===== src/rtl/rx_controller_ear_pkg.sv =====
// Shared frame definitions for the serial link: FSM states, framing patterns,
// header field positions and the CRC-8 step used by both ends of the link.
package rx_controller_ear_pkg;

    typedef enum logic [2:0] {
        S_HUNT   = 3'd0,
        S_HEADER = 3'd1,
        S_DATA   = 3'd2,
        S_CRC    = 3'd3,
        S_DONE   = 3'd4
    } rx_state_t;

    localparam logic [15:0] PREAMBLE_PATTERN = 16'hAAAA;
    localparam logic [7:0]  SFD_PATTERN      = 8'hAB;
    // Hunt window target: the last preamble byte followed by the SFD.
    localparam logic [15:0] HUNT_PATTERN     = {PREAMBLE_PATTERN[7:0], SFD_PATTERN};

    localparam int DEST_MSB = 7;
    localparam int DEST_LSB = 6;
    localparam int SRC_MSB  = 5;
    localparam int SRC_LSB  = 4;
    localparam int LEN_MSB  = 3;
    localparam int LEN_LSB  = 0;

    localparam logic [1:0] BROADCAST_ID = 2'b11;

    localparam logic [7:0] CRC8_POLY = 8'h07;

    // One MSB-first step of the CRC-8 LFSR (x^8 + x^2 + x + 1, init 0).
    function automatic logic [7:0] crc8_next(input logic [7:0] crc, input logic din);
        logic fb;
        fb = crc[7] ^ din;
        return {crc[6:0], 1'b0} ^ (fb ? CRC8_POLY : 8'h00);
    endfunction

endpackage


===== src/rtl/rx_controller_ear_crc8_serial.sv =====
// Bit-serial CRC-8 engine: clears on clr, advances one bit per clk while en is high.
module crc8_serial
    import rx_controller_ear_pkg::*;
(
    input  logic       clk,
    input  logic       rst_n,
    input  logic       clr,
    input  logic       en,
    input  logic       data_in,
    output logic [7:0] crc
);

    always_ff @(posedge clk or negedge rst_n) begin
        if (!rst_n) begin
            crc <= 8'h00;
        end else if (clr) begin
            crc <= 8'h00;
        end else if (en) begin
            crc <= crc8_next(crc, data_in);
        end
    end

endmodule


===== src/rtl/rx_controller_ear.sv =====
// Serial frame receiver: hunts for preamble+SFD, collects header, payload and CRC,
// then publishes the packet only when the CRC matches and the frame is addressed to us.
module rx_controller_ear
    import rx_controller_ear_pkg::*;
#(
    parameter logic [1:0] MY_ID = 2'b00
) (
    input  logic         clk,
    input  logic         rst_n,
    input  logic         rx_line,
    output logic [135:0] rx_packet,
    output logic         rx_valid,
    output logic         rx_crc_err,
    output logic         rx_busy
);

    rx_state_t state, next_state;

    logic [7:0]   cnt;
    logic [15:0]  window;
    logic [15:0]  hunt_window;
    logic [7:0]   header;
    logic [127:0] payload;
    logic [7:0]   crc_rx;
    logic [7:0]   crc_full;
    logic [7:0]   crc_calc;
    logic [7:0]   data_last;
    logic [6:0]   data_idx;
    logic [1:0]   dest;
    logic         crc_ok;
    logic         addr_ok;
    logic         frame_end;

    assign hunt_window = {window[14:0], rx_line};
    // (length+1)*8-1 is length in bits [6:3] with the low three bits all ones.
    assign data_last   = {1'b0, header[LEN_MSB:LEN_LSB], 3'b111};
    assign data_idx    = 7'd127 - cnt[6:0];
    assign crc_full    = {crc_rx[6:0], rx_line};
    assign crc_ok      = (crc_full == crc_calc);
    assign dest        = header[DEST_MSB:DEST_LSB];
    assign addr_ok     = (dest == MY_ID) || (dest == BROADCAST_ID);
    assign frame_end   = (state == S_CRC) && (cnt == 8'd7);

    crc8_serial u_crc (
        .clk     (clk),
        .rst_n   (rst_n),
        .clr     (state == S_HUNT),
        .en      (state == S_DATA),
        .data_in (rx_line),
        .crc     (crc_calc)
    );

    always_ff @(posedge clk or negedge rst_n) begin
        if (!rst_n) begin
            state <= S_HUNT;
        end else begin
            state <= next_state;
        end
    end

    always_comb begin
        next_state = state;
        case (state)
            S_HUNT:   if (hunt_window == HUNT_PATTERN) next_state = S_HEADER;
            S_HEADER: if (cnt == 8'd7) next_state = S_DATA;
            S_DATA:   if (cnt == data_last) next_state = S_CRC;
            S_CRC:    if (cnt == 8'd7) next_state = S_DONE;
            S_DONE:   next_state = S_HUNT;
            default:  next_state = S_HUNT;
        endcase
    end

    always_ff @(posedge clk or negedge rst_n) begin
        if (!rst_n) begin
            cnt        <= 8'h00;
            window     <= 16'h0000;
            header     <= 8'h00;
            payload    <= '0;
            crc_rx     <= 8'h00;
            rx_packet  <= '0;
            rx_valid   <= 1'b0;
            rx_crc_err <= 1'b0;
            rx_busy    <= 1'b0;
        end else begin
            if ((next_state != state) || (state == S_HUNT) || (state == S_DONE)) begin
                cnt <= 8'h00;
            end else begin
                cnt <= cnt + 8'd1;
            end

            // S_DONE keeps shifting so a back-to-back preamble loses no bits.
            if ((state == S_HUNT) || (state == S_DONE)) begin
                window <= hunt_window;
            end else begin
                window <= 16'h0000;
            end

            if (state == S_HEADER) begin
                header  <= {header[6:0], rx_line};
                payload <= '0;
            end
            if (state == S_DATA) begin
                payload[data_idx] <= rx_line;
            end
            if (state == S_CRC) begin
                crc_rx <= crc_full;
            end

            rx_valid   <= frame_end && crc_ok && addr_ok;
            rx_crc_err <= frame_end && !crc_ok;
            if (frame_end && crc_ok && addr_ok) begin
                rx_packet <= {header, payload};
            end
            rx_busy <= (next_state != S_HUNT);
        end
    end

endmodule


===== config.mk =====
export PLATFORM = sky130hd
export DESIGN_NAME = rx_controller_ear
export DESIGN_NICKNAME = d
export VERILOG_FILES = /design/src/rtl/rx_controller_ear_pkg.sv /design/src/rtl/rx_controller_ear_crc8_serial.sv /design/src/rtl/rx_controller_ear.sv
export SDC_FILE = /design/constraint.sdc
export NUM_CORES = 1
export LEC_CHECK = 0
export CORE_UTILIZATION = 51
export DETAILED_ROUTE_END_ITERATION = 8
export PLACE_DENSITY = 0.74
export SLEW_MARGIN = 5
export SYNTH_ARGS = -nofsm -noshare
export SYNTH_HDL_FRONTEND = slang
export SYNTH_SLANG_ARGS = --single-unit

===== constraint.sdc =====
create_clock -name clk -period 2.1 [get_ports clk]
set_clock_uncertainty 0.05 [all_clocks]
set_input_delay 0.315 -clock clk [delete_from_list [all_inputs] [get_ports clk]]
set_output_delay 0.315 -clock clk [all_outputs]
set_load 0.05 [all_outputs]

==> flow_metrics.env, run 1 <==
export IMPL_dp_cells=1418
export IMPL_period_needed_ns=2.07
export IMPL_cpMaxStageDelayCell="clkdlybuf4s50_1"
export IMPL_clock_tree_buffer_depth=3
export IMPL_rrSetupSlack_ns=0.05
export IMPL_outcome="completed"
export IMPL_yosys_top_cells_area="dfrtp_1, mux2_2, o31ai_1"
export IMPL_grt_busiest_layer="met2"
export IMPL_clock_fmax_mhz=482
export IMPL_dr_pass1_iters=4
export IMPL_postSynth_asyncResetShare_pct=100
export IMPL_path_max_fanout=2
export IMPL_syn_area_per_cell_um2=13.4
export IMPL_finalSetupViolations=0
export IMPL_grt_pass1_wl_um=47900
export IMPL_post_route_period_util_pct=98.7
export IMPL_worstPathCellList="clkdlybuf4s50_1"
export IMPL_r2r_cells=5
export IMPL_swShare_pct=20.4
export IMPL_grt_setup_unrepaired="true"
export IMPL_rr_endpoint="payload[85]"
export IMPL_yosysUniqueCellTypes=45
export IMPL_ir_worst_vdd_uv=533
export IMPL_hold_viol_final=0
export IMPL_arrival_ns=1.71
export IMPL_drt_total_wl_um=29400
export IMPL_gr_total_overflow=0
export IMPL_layout_drive_gt1_share_pct=23.5
export IMPL_viasPerCell=5.84
export IMPL_crit_path_start_kind="register"
export IMPL_use_met3_pct=2.91
export IMPL_pin_count=142
export IMPL_regToRegStartpoint="cnt[3]"
export IMPL_post_dp_hpwl_um=18600
export IMPL_antenna_found_initial=0
export IMPL_initial_core_util_pct=51.8
export IMPL_nFillCells=1849
export IMPL_path_delay_family="buffers and inverters"
export IMPL_setup_ws_ns=0.0270
export IMPL_dieArea_um2=26100
export IMPL_power_frac_clock_pct=47.4
export IMPL_fp_dieW_um=162
export IMPL_rows=58
export IMPL_gp_congestion=0.804
export IMPL_relSlewSlack_pct=59.8
export IMPL_p_int_mw=9.78
export IMPL_final_common_cell="dfrtp_1"
export IMPL_tightest_slew_ns=0.602
export IMPL_yosysTopAreaCell="dfrtp_1"
export IMPL_cp_num_buf_inv=1
export IMPL_area_growth_pct=25.7
export IMPL_yosys_warnings=0
export IMPL_yosysTopAreaCellShare_pct=60.8
export IMPL_drc=0
export IMPL_path_clk_slew_ns=0.06
export IMPL_p_leak_nw=7.96
export IMPL_cts_made_buffers=31
export IMPL_vias=8628
export IMPL_wl_per_cell_um=19.9
export IMPL_numClockSinks=316
export IMPL_p_sw_mw=2.51
export IMPL_setup_tns_ns=0
export IMPL_most_common_layout_cells="dfrtp_1, o211ai_1, o31ai_1"
export IMPL_nNetsFinal=1128
export IMPL_dieHeight_um=162
export IMPL_cts_tree="yes"
export IMPL_p_seq_share_pct=50.2
export IMPL_synth_flop_cell="dfrtp_1"
export IMPL_fin_cells=1478
export IMPL_met1_usage_pct=32.3
export IMPL_synth_edf_count=0
export IMPL_grt_met2_usage_pct=38.0
export IMPL_drt_iter0_drc=604
export IMPL_syn_area_um2=13000
export IMPL_io_buffers=141
export IMPL_critPathKind="register to output port"
export IMPL_crit_path_end_kind="output port"
export IMPL_grt_pass1_vias=8828
export IMPL_antenna_cells=0
export IMPL_seq_area_frac_synth_pct=60.8
export IMPL_cts_max_level=1
export IMPL_worstPathRequired_ns=1.74
export IMPL_ant_nets=0
export IMPL_slew_viol_final=0
export IMPL_syn_nets=973
export IMPL_max_stage_delay_ns=0.81
export IMPL_cap_violations=0
export IMPL_comb_power_share_pct=2.3
export IMPL_core_area_um2=25100
export IMPL_ys_seq_elements=316
export IMPL_p_total_mw=12.3
export IMPL_cts_root_buf="clkbuf_16"
export IMPL_whs_ns=0.273
export IMPL_hold_class="input port to async pin"
export IMPL_netlist_instances=969
export IMPL_place_worst_setup_slack_ns=-0.133
export IMPL_power_density_nw_per_um2=752
export IMPL_grt_max_degree=69
export IMPL_insertion_delay_ns=0.55
export IMPL_grt_use_total_pct=22.9
## cell families after synthesis
kind of cell,count (synthesis),synth area share [%]
flip-flops,316,60.8
AO/OA/AOI/OAI,277,15.8
multiplexers,147,13.8
AND/OR/NAND/NOR,105,4.62
buffers and inverters,100,3.37
XOR/XNOR,23,1.55
adder cells (fa/ha/maj),1,0.0962
## power by group through the flow
| stage | clock network (mW) | registers (mW) | logic (mW) |
|---|---|---|---|
| 2_1_floorplan | 0 | 6.27 | 0.0940 |
| 3_3_place_gp | 0 | 6.28 | 0.289 |
| 3_5_place_dp | 0 | 6.28 | 0.296 |
| 4_1_cts | 5.91 | 6.17 | 0.299 |
| 5_1_grt | 6.17 | 6.17 | 0.330 |
| 6_report | 5.83 | 6.17 | 0.289 |
## routing by layer
layer / vias up / routed length [um]
li1: 3958 / -
met1: 4416 / 13200
met2: 211 / 14400
met3: 43 / 1370
met4: 0 / 508
met5: - / 0
## flip-flops by register name, indices dropped and copies added, names as in the netlist
register / cells
rx_busy: 1
rx_valid: 1
header: 8
payload: 128
cnt: 8
rx_packet: 136
rx_crc_err: 1
window: 15
state: 3
u_crc.crc: 8
crc_rx: 7
## Yosys cell counts (all sizes together), types with 2 or more instances
cell type    n
inv          6
nand2       32
o21ai       10
o41ai        2
nand4        4
mux2       147
nand3       14
a41oi        2
nor2        15
or2          2
nor3         3
nor2b        6
and4         3
o211ai     128
buf         22
a21oi        3
and2        15
dfrtp      316
nand3b       2
xnor2       19
o31ai      129
xor2         4
clkbuf      71
## worst max-delay path by stage
stage / start / endpoint / slack (ns) / cells after the start
finish: rx_packet[50] / rx_packet[50] / 0.03 / 1
global route: cnt[3] / payload[85] / -0.09 / 5
CTS: rx_packet[74] / rx_packet[74] / 0.0002 / 1
detailed placement: rx_line / rx_packet[129] / -0.13 / 7
global placement: rx_line / rx_packet[127] / -0.11 / 7
floorplan: cnt[1] / rx_packet[104] / 0.09 / 8
## layout make-up
type | count | area, um2 | area share, %
well taps | 330 | 413 | 2.52
clock inverters | 9 | 150 | 0.918
repair buffers | 215 | 2230 | 13.6
clock buffers | 48 | 940 | 5.75
multi-input cells | 553 | 4690 | 28.7
inverters | 7 | 28.8 | 0.176
flip-flops and latches | 316 | 7910 | 48.4
## what timing repair did
action	4_1_cts	5_1_grt
pin swaps	0	0
hold buffers	1	0
cloned	0	0
endpoints found under the hold margin	50	0
setup endpoints to repair	61	207
buffers inserted	0	2
gates resized for setup	60	45
## per-stage QoR
| step | utilization (%) | cell area [um2] |
|---|---|---|
| final | 65.1 | 16400 |
| after global routing | 65.1 | 16400 |
| after CTS | 64.6 | 16200 |
| after detailed placement | 60.5 | 15200 |
| after global placement | 60.5 | 15200 |
| after floorplan | - | 13000 |
(Power assumes the default switching activity.)
==> run 2, diff against run 1 <==
--- a/config.mk
+++ b/config.mk
@@ -5,9 +5,10 @@
 export SDC_FILE = /design/constraint.sdc
 export NUM_CORES = 1
 export LEC_CHECK = 0
-export CORE_UTILIZATION = 51
+export CAP_MARGIN = 25
+export CORE_UTILIZATION = 45
 export DETAILED_ROUTE_END_ITERATION = 8
-export PLACE_DENSITY = 0.74
+export PLACE_DENSITY = 0.67
 export SLEW_MARGIN = 5
 export SYNTH_ARGS = -nofsm -noshare
 export SYNTH_HDL_FRONTEND = slang
==> flow_metrics.env, run 2 (synthesis gave the netlist of run 1 again) <==
export IMPL_outcome="completed"
export IMPL_critPathKind="register to output port"
export IMPL_slew_viol_final=0
export IMPL_tightest_slew_ns=0.570
export IMPL_dieArea_um2=29600
export IMPL_worstPathCellList="clkdlybuf4s50_1"
export IMPL_nNetsFinal=1130
export IMPL_drt_total_wl_um=29200
export IMPL_dieHeight_um=172
export IMPL_layout_drive_gt1_share_pct=24.3
export IMPL_clock_tree_buffer_depth=3
export IMPL_wl_per_cell_um=19.1
export IMPL_p_sw_mw=2.60
export IMPL_period_needed_ns=2.08
export IMPL_regMostFlops="rx_packet"
export IMPL_gp_congestion=0.779
export IMPL_rrSetupSlack_ns=0.06
export IMPL_vias=8496
export IMPL_regToRegStartpoint="cnt[3]"
export IMPL_cts_tree="yes"
export IMPL_post_dp_hpwl_um=18500
export IMPL_power_frac_clock_pct=50.5
export IMPL_area_growth_pct=27.5
export IMPL_cts_max_level=2
export IMPL_p_leak_nw=7.33
export IMPL_final_common_cell="dfrtp_1"
export IMPL_cts_made_buffers=35
export IMPL_post_route_period_util_pct=99.0
export IMPL_path_max_fanout=2
export IMPL_largest_register_ffs=136
export IMPL_ant_nets=0
export IMPL_ir_worst_vdd_uv=635
export IMPL_p_seq_share_pct=47.5
export IMPL_max_stage_delay_ns=0.82
export IMPL_rows=61
export IMPL_grt_pass1_vias=8409
export IMPL_grt_use_total_pct=20.4
export IMPL_comb_power_share_pct=2.1
export IMPL_largest_registers="rx_packet: 136 flops, payload: 128 flops, window: 15 flops"
export IMPL_insertion_delay_ns=0.50
export IMPL_relSlewSlack_pct=61.9
export IMPL_whs_ns=0.260
export IMPL_gr_total_overflow=0
export IMPL_drt_iter0_drc=621
export IMPL_pin_count=142
export IMPL_most_common_layout_cells="dfrtp_1, o31ai_1, o211ai_1"
export IMPL_antenna_cells=0
export IMPL_grt_max_degree=96
export IMPL_finalSetupViolations=0
export IMPL_swShare_pct=20.0
export IMPL_cap_violations=0
export IMPL_rr_endpoint="payload[119]"
export IMPL_grt_pass1_wl_um=47100
export IMPL_antenna_found_initial=0
export IMPL_setup_tns_ns=0
export IMPL_r2r_cells=5
export IMPL_cpMaxStageDelayCell="clkdlybuf4s50_1"
export IMPL_cp_num_buf_inv=1
export IMPL_cts_root_buf="clkbuf_16"
export IMPL_numClockSinks=316
export IMPL_initial_core_util_pct=46.3
export IMPL_path_delay_family="buffers and inverters"
export IMPL_dr_pass1_iters=5
export IMPL_power_density_nw_per_um2=784
export IMPL_grt_setup_unrepaired="true"
export IMPL_hold_class="input port to async pin"
export IMPL_arrival_ns=1.71
export IMPL_fp_dieW_um=172
export IMPL_p_int_mw=10.4
export IMPL_path_clk_slew_ns=0.06
export IMPL_crit_path_start_kind="register"
export IMPL_crit_path_end_kind="output port"
export IMPL_core_area_um2=28100
export IMPL_viasPerCell=5.55
export IMPL_io_buffers=141
export IMPL_worstPathRequired_ns=1.74
export IMPL_hold_viol_final=0
export IMPL_clock_fmax_mhz=481
export IMPL_drc=0
run 2: routing by layer:
metal  global-route usage [%]  part of all wire [%]  wire (um)
met1                     28.8                    46      13500
met5                        0                     0          0
met3                     3.66                   5.0       1460
met4                     6.39                   1.9        562
met2                     32.0                    47      13700
run 2: worst max-delay path by stage:
stage	start	endpoint	cells after the start
after floorplan	cnt[1]	rx_packet[104]	8
after global placement	rx_line	rx_packet[50]	7
after detailed placement	rx_line	rx_packet[128]	7
after CTS	rx_packet[96]	rx_packet[96]	1
after global routing	cnt[4]	payload[43]	5
final	rx_packet[46]	rx_packet[46]	1
run 2: through the flow:
step | util (%) | power, mW | setup WS, ns | area, um2 | cells
2_1_floorplan | - | 6.36 | 0.0932 | 13000 | 969
3_3_place_gp | 54.1 | 6.55 | -0.142 | 15200 | 1462
3_5_place_dp | 54.1 | 6.56 | -0.168 | 15200 | 1462
4_1_cts | 58.6 | 13.1 | 0.000882 | 16500 | 1526
5_1_grt | 59.0 | 13.4 | -0.0932 | 16600 | 1530
6_report | 59.0 | 13.0 | 0.0219 | 16600 | 1530
run 2: final cells by class:
type | instances | area (um2)
Fill cell | 2282 | 11500
Sequential cell | 316 | 7910
Multi-Input combinational cell | 553 | 4700
Timing Repair Buffer | 213 | 2210
Clock buffer | 51 | 1080
Tap cell | 378 | 473
Clock inverter | 12 | 189
Inverter | 7 | 28.8
run 2: what timing repair did:
action,in CTS,in global routing
gates resized for setup,15,30
endpoints found under the setup margin,15,179
buffers inserted,0,4
hold buffers,1,0
pin swaps,0,2
hold endpoints to repair,40,0
run 2: power groups by stage:
stage	combinational, mW	sequential [mW]	clock, mW
after floorplan	0.0940	6.27	0
after global placement	0.270	6.28	0
after global routing	0.306	6.17	6.94
after CTS	0.277	6.17	6.69
final	0.267	6.17	6.56
after detailed placement	0.274	6.28	0
